`config.mk`:
```
export PLATFORM = sky130hd
export DESIGN_NAME = la5_stream_reader
export DESIGN_NICKNAME = d
export VERILOG_FILES = /design/src/rtl/la5_pkg.sv /design/src/rtl/la5_sync_fifo.sv /design/src/rtl/la5_stream_reader.sv
export SDC_FILE = /design/constraint.sdc
export NUM_CORES = 1
export LEC_CHECK = 0
export ABC_CLOCK_PERIOD_IN_PS = 4300
export BUFFER_PORTS_ARGS = -buffer_cell sky130_fd_sc_hd__buf_2
export CORE_MARGIN = 10
export CORE_UTILIZATION = 25
export DETAILED_ROUTE_END_ITERATION = 10
export PLACE_DENSITY = 0.5
export SETUP_SLACK_MARGIN = 0.5
export SYNTH_ARGS = -nofsm -noshare
export SYNTH_HDL_FRONTEND = slang
export SYNTH_SLANG_ARGS = --single-unit
```
`constraint.sdc`:
```
create_clock -name clk -period 4.3 [get_ports clk]
set_input_delay 0.86 -clock clk [delete_from_list [all_inputs] [get_ports clk]]
set_output_delay 0.86 -clock clk [all_outputs]
set_load 0.1 [all_outputs]
```
`src/rtl/la5_pkg.sv`:
```
// Shared definitions for the LA5 result-matrix stream reader: sizes, FSM
// encoding, the per-element tag record and the row/col stepping helper.
package la5_pkg;

  localparam int N_DEF          = 5;
  localparam int FIFO_DEPTH_DEF = 4;
  localparam int ADDR_W         = 5;
  localparam int COORD_W        = 3;
  localparam int DATA_W         = 32;

  typedef enum logic [1:0] {
    ST_IDLE,
    ST_READ,
    ST_DRAIN
  } state_e;

  typedef struct packed {
    logic [COORD_W-1:0] row;
    logic [COORD_W-1:0] col;
    logic               last;
  } tag_t;

  typedef struct packed {
    logic [DATA_W-1:0] data;
    tag_t              tag;
  } elem_t;

  // Steps (row, col) in row-major order with counters only; last marks (n-1, n-1).
  function automatic tag_t nextTag(input tag_t cur, input int n);
    tag_t nxt;
    nxt = cur;
    if (cur.col == COORD_W'(n - 1)) begin
      nxt.col = '0;
      nxt.row = cur.row + 1'b1;
    end else begin
      nxt.col = cur.col + 1'b1;
    end
    nxt.last = (nxt.row == COORD_W'(n - 1)) && (nxt.col == COORD_W'(n - 1));
    return nxt;
  endfunction

endpackage

```
`src/rtl/la5_sync_fifo.sv`:
```
// Small synchronous FIFO with occupancy count; push and pop in the same
// cycle are accepted at any occupancy, including full.
module la5_sync_fifo #(
  parameter int WIDTH = 8,
  parameter int DEPTH = 4
) (
  input  logic                     clk,
  input  logic                     reset,
  input  logic                     push,
  input  logic [WIDTH-1:0]         wdata,
  input  logic                     pop,
  output logic [WIDTH-1:0]         rdata,
  output logic                     full,
  output logic                     empty,
  output logic [$clog2(DEPTH):0]   count
);

  localparam int PTR_W = $clog2(DEPTH);

  logic [WIDTH-1:0] mem_q [DEPTH];
  logic [PTR_W-1:0] wrPtr_q;
  logic [PTR_W-1:0] rdPtr_q;
  logic [PTR_W:0]   count_q;
  logic             wrEn;
  logic             rdEn;

  assign full  = (count_q == (PTR_W + 1)'(DEPTH));
  assign empty = (count_q == '0);
  assign count = count_q;
  assign rdata = mem_q[rdPtr_q];

  // A push into a full buffer is only legal when the head leaves in the same cycle.
  assign rdEn = pop & ~empty;
  assign wrEn = push & (~full | rdEn);

  always_ff @(posedge clk) begin
    if (wrEn) begin
      mem_q[wrPtr_q] <= wdata;
    end
  end

  always_ff @(posedge clk) begin
    if (reset) begin
      wrPtr_q <= '0;
      rdPtr_q <= '0;
      count_q <= '0;
    end else begin
      if (wrEn) begin
        wrPtr_q <= wrPtr_q + 1'b1;
      end
      if (rdEn) begin
        rdPtr_q <= rdPtr_q + 1'b1;
      end
      case ({wrEn, rdEn})
        2'b10:   count_q <= count_q + 1'b1;
        2'b01:   count_q <= count_q - 1'b1;
        default: count_q <= count_q;
      endcase
    end
  end

endmodule

```
`src/rtl/la5_stream_reader.sv`:
```
// Sweeps the N x N LA5 result port in row-major order and streams each
// element with its coordinates over a valid/ready interface, summing them.
module la5_stream_reader
  import la5_pkg::*;
#(
  parameter int N          = N_DEF,
  parameter int FIFO_DEPTH = FIFO_DEPTH_DEF
) (
  input  logic               clk,
  input  logic               reset,
  input  logic               start,
  output logic               busy,
  output logic               done,
  output logic [ADDR_W-1:0]  address,
  input  logic [DATA_W-1:0]  data_out,
  output logic               m_valid,
  input  logic               m_ready,
  output logic [DATA_W-1:0]  m_data,
  output logic [COORD_W-1:0] m_row,
  output logic [COORD_W-1:0] m_col,
  output logic               m_last,
  output logic [DATA_W-1:0]  checksum
);

  localparam int                CNT_W     = $clog2(FIFO_DEPTH) + 1;
  localparam logic [ADDR_W-1:0] LAST_ADDR = ADDR_W'(N * N - 1);
  localparam tag_t              FIRST_TAG = '{row: '0, col: '0, last: 1'(N == 1)};

  state_e            state_q;
  logic              busy_q;
  logic              done_q;
  logic [ADDR_W-1:0] addr_q;
  tag_t              tag_q;
  logic              issue_q;
  logic [ADDR_W-1:0] nxtAddr_q;
  tag_t              nxtTag_q;
  logic              push_q;
  tag_t              pushTag_q;
  logic [DATA_W-1:0] checksum_q;
  logic [DATA_W-1:0] checksum_d;

  elem_t             fifoWdata;
  elem_t             fifoRdata;
  logic              fifoPush;
  logic              fifoFull;
  logic              fifoEmpty;
  logic [CNT_W-1:0]  fifoCount;
  logic              pop;
  logic              lastPop;
  logic              startOk;
  logic              canIssue;
  logic [CNT_W:0]    committed;

  la5_sync_fifo #(
    .WIDTH ($bits(elem_t)),
    .DEPTH (FIFO_DEPTH)
  ) uFifo (
    .clk   (clk),
    .reset (reset),
    .push  (fifoPush),
    .wdata (fifoWdata),
    .pop   (pop),
    .rdata (fifoRdata),
    .full  (fifoFull),
    .empty (fifoEmpty),
    .count (fifoCount)
  );

  assign m_valid   = ~fifoEmpty;
  assign pop       = m_valid & m_ready;
  assign lastPop   = pop & fifoRdata.tag.last;
  assign fifoPush  = push_q & (~fifoFull | pop);
  assign fifoWdata = '{data: data_out, tag: pushTag_q};

  assign m_data = m_valid ? fifoRdata.data     : '0;
  assign m_row  = m_valid ? fifoRdata.tag.row  : '0;
  assign m_col  = m_valid ? fifoRdata.tag.col  : '0;
  assign m_last = m_valid ? fifoRdata.tag.last : 1'b0;

  // Slots already promised: buffered entries plus reads still travelling from
  // the upstream port, less the head leaving this cycle.
  assign committed = {1'b0, fifoCount}
                   + {{CNT_W{1'b0}}, push_q}
                   + {{CNT_W{1'b0}}, issue_q}
                   - {{CNT_W{1'b0}}, pop};
  assign canIssue  = (state_q == ST_READ) && (committed < (CNT_W + 1)'(FIFO_DEPTH));
  assign startOk   = (state_q == ST_IDLE) && start && !done_q;
  assign checksum_d = checksum_q + m_data;

  assign busy     = busy_q;
  assign done     = done_q;
  assign address  = addr_q;
  assign checksum = checksum_q;

  always_ff @(posedge clk) begin
    if (reset) begin
      state_q    <= ST_IDLE;
      busy_q     <= 1'b0;
      done_q     <= 1'b0;
      addr_q     <= '0;
      tag_q      <= '0;
      issue_q    <= 1'b0;
      nxtAddr_q  <= '0;
      nxtTag_q   <= '0;
      push_q     <= 1'b0;
      pushTag_q  <= '0;
      checksum_q <= '0;
    end else begin
      done_q    <= 1'b0;
      issue_q   <= 1'b0;
      push_q    <= issue_q;
      pushTag_q <= tag_q;
      if (pop) begin
        checksum_q <= checksum_d;
      end
      case (state_q)
        ST_IDLE: begin
          // Address 0 is presented in the first busy cycle, so the start edge issues it.
          if (startOk) begin
            state_q    <= (LAST_ADDR == '0) ? ST_DRAIN : ST_READ;
            busy_q     <= 1'b1;
            addr_q     <= '0;
            tag_q      <= FIRST_TAG;
            issue_q    <= 1'b1;
            nxtAddr_q  <= ADDR_W'(1);
            nxtTag_q   <= nextTag(FIRST_TAG, N);
            checksum_q <= '0;
          end
        end
        ST_READ: begin
          if (canIssue) begin
            addr_q    <= nxtAddr_q;
            tag_q     <= nxtTag_q;
            issue_q   <= 1'b1;
            nxtAddr_q <= nxtAddr_q + 1'b1;
            nxtTag_q  <= nextTag(nxtTag_q, N);
            if (nxtAddr_q == LAST_ADDR) begin
              state_q <= ST_DRAIN;
            end
          end
        end
        ST_DRAIN: begin
          if (lastPop) begin
            state_q <= ST_IDLE;
            busy_q  <= 1'b0;
            done_q  <= 1'b1;
          end
        end
        default: state_q <= ST_IDLE;
      endcase
    end
  end

endmodule

```
==> qor.yml <==
synth.ff_latch_count: 234
synth_nets: 918
p_leak_nw: 4.790
dp.cells: 1467
fillCellCount: 4251
synth_top_area_share_pct: 44.32
hold_path.class: "reg -> reg"
whs_ps: 443.5
reg2reg_slack_ps: 700
ant_nets: 0
worstSetupEndpointType: "flip-flop"
maxSlewViolCount: 0
setup_viol: 0
avgViaCountPerCell: 4.587
wl_per_cell_um: 18.43
synth_area_mm2: 0.01057
required_ps: 4700
layout_commonest_cell: "edfxtp_1"
vias: 6967
yosysWarnings: 0
syn_area_per_cell_um2: 12.66
path_class: "reg -> reg"
slew_headroom_pct: 40.37
critPathBufInv: 1
design_area_mm2: 0.01283
initial_core_util_pct: 25.26
drive_gt1_share_pct: 26.22
async_reset_ff_share_pct: 0
clock.fmax_mhz: 277.5
path_cells: "mux4_2, and2_4, ha_1, fa_1, a211oi_2, nor3_1, a211o_2, nor4b_2, o31ai_2, buf_4, xor2_1, o21ai_0"
clock-sinks: 234
yosysTopAreaCell: "edfxtp_1"
finalSetupTns_ps: 0
path_clk_slew_ps: 60
port_buffers: 114
cts_buffers: 27
first_pass_iters: 4
hold_viol_final: 0
place_area_mm2: 0.01184
seq_area_frac_synth_pct: 59.09
rows: 75
crit_family: "compound AO/OA/AOI/OAI gates"
drc_errors: 0
ir_drop_v: 0.0003529
cts_max_level: 1
drt_wl_total_mm: 28.00
grtUsageTotal_pct: 10.82
grt_overflow: 0
grt_pass1_wl_mm: 42.95
cts_tree: "built"
synth-edff-count: 156
cp_max_fo: 5
synthDistinctLibCells: 57
rsz0062_at_grt: "true"
p_per_area_mw_per_mm2: 618.3
num_antenna_cells: 0
syn_inst: 835
gp_congestion: 0.8243
grt_antenna_before_repair: 3
grt_max_degree: 43
cts_max_path_buffers: 3
cp.arrival_ps: 4010
nets: 1042
ioPinCount: 115
synthFlopType: "edfxtp_1"
fp.dieW_um: 225.6
die-area_mm2: 0.05090
post-route-min-period_ps: 3604
coreArea_mm2: 0.04185
hpwl_mm: 20.21
crit_path_start_kind: "flip-flop"
die_h_um: 225.6
maxCapViolations: 0
synth.area.top_cells: "edfxtp_1 (44%), dfxtp_1 (15%), mux4_2 (8.3%)"
root_buffer: "clkbuf_16"
fin_crit_sh_pct: 83.81
final_cells: 1519
fin_skew_ps: 15.28
first_iter_violations: 455
area_delta_synth_final_pct: 21.43
layout_common_cells: "edfxtp_1 (156), buf_2 (114), nand2_1 (81), dfxtp_1 (76), a21oi_1 (73)"
clk_latency_ps: 550
status: "complete, no violations"
grt_pass1_vias: 7104
tightestPinTransition_ps: 891.2
cpMaxStageDelayCell: "mux4_2"
max_stage_delay_ps: 510
[worst min-delay path: cells and delay by family, from the launching register on]
| family | cells | cell delay (ps) |
|---|---|---|
| and+or+nand+nor | 1 | 50 |
| AOI/OAI and AO/OA | 1 | 50 |
| DFF | 1 | 300 |
[metrics by stage]
stage                     total power, mW  worst slack [ps]  utilization, %
final                               7.936             696.1           30.67
after global routing                8.305             486.6           30.67
after CTS                           8.004             515.4           30.52
after detailed placement            5.587             517.0           28.30
after global placement              5.583             571.1           28.30
after floorplan                     4.942             520.5               -
[timing repair]
item                       CTS  global route
resized for setup            0             7
hold buffers                 0             0
setup endpoints to repair    0            22
setup buffers                0             1
[cell type report]
class | instances | area, um^2 | area share, %
flip-flops and latches | 234 | 6251 | 48.70
multi-input cells | 537 | 4126 | 32.15
repair buffers | 135 | 762.0 | 5.937
clock buffers | 32 | 724.4 | 5.644
well taps | 539 | 674.4 | 5.254
clock inverters | 18 | 206.4 | 1.609
inverters | 24 | 90.09 | 0.7019
[flip-flops by register name, summed over array words and instances (netlist names), named ones only]
name	flops
uFifo.mem_q	156
checksum	32
fifoWdata	7
nxtTag_q	7
tag_q	7
address	5
nxtAddr_q	5
uFifo.count	3
state_q	2
uFifo.rdPtr_q	2
uFifo.wrPtr_q	2
busy	1
done	1
issue_q	1
push_q	1
[where the power goes]
group	leakage, nW	switching, mW	internal (mW)
logic	2.30	2.27	0.727
clock network	0.459	0.948	1.45
registers	2.03	0.0626	2.48
total	4.79	3.28	4.66
[synthesized netlist by cell type (4+ instances only)]
master / instances
nand3_1: 20
nor2_1: 41
a211oi_1: 8
and2_1: 46
nand2b_1: 5
nand4_1: 13
xor2_1: 18
o21bai_1: 6
a21o_1: 15
inv_1: 24
xnor2_1: 18
nor2b_1: 11
nor3_1: 9
buf_2: 9
o21ai_0: 35
edfxtp_1: 156
clkbuf_1: 26
mux4_2: 39
nand2_1: 81
o21ai_1: 4
dfxtp_1: 78
a21oi_1: 74
ha_1: 45
buf_1: 5
[kinds of logic (layout without fill, tap and decap cells)]
logic type | after synthesis | after routing | synth area share [%]
adder cells (fa/ha/maj) | 47 | 47 | 5.706
XOR/XNOR | 36 | 36 | 2.983
AND/OR/NAND/NOR | 239 | 239 | 11.07
flip-flops | 234 | 234 | 59.09
buffers and inverters | 64 | 209 | 2.379
multiplexers | 43 | 43 | 8.700
AO/OA/AOI/OAI | 172 | 172 | 10.07
[routing by layer]
layer  global-route usage, %  routed length, um
met1                   14.27              12850
met2                   17.68              13110
met3                   2.789               1621
met4                   1.961                389
met5                       0                 27
[path summary, 6_finish.rpt]
path                                      to  cells past startpoint  startpoint
worst max-delay path            checksum[22]                     12   flip-flop
worst min-delay path                tag_q[2]                      2    tag_q[2]
worst max register to register  checksum[22]                     12   flip-flop
worst min register to register      tag_q[2]                      2    tag_q[2]
No activity file was read; power rests on OpenSTA's default activity.
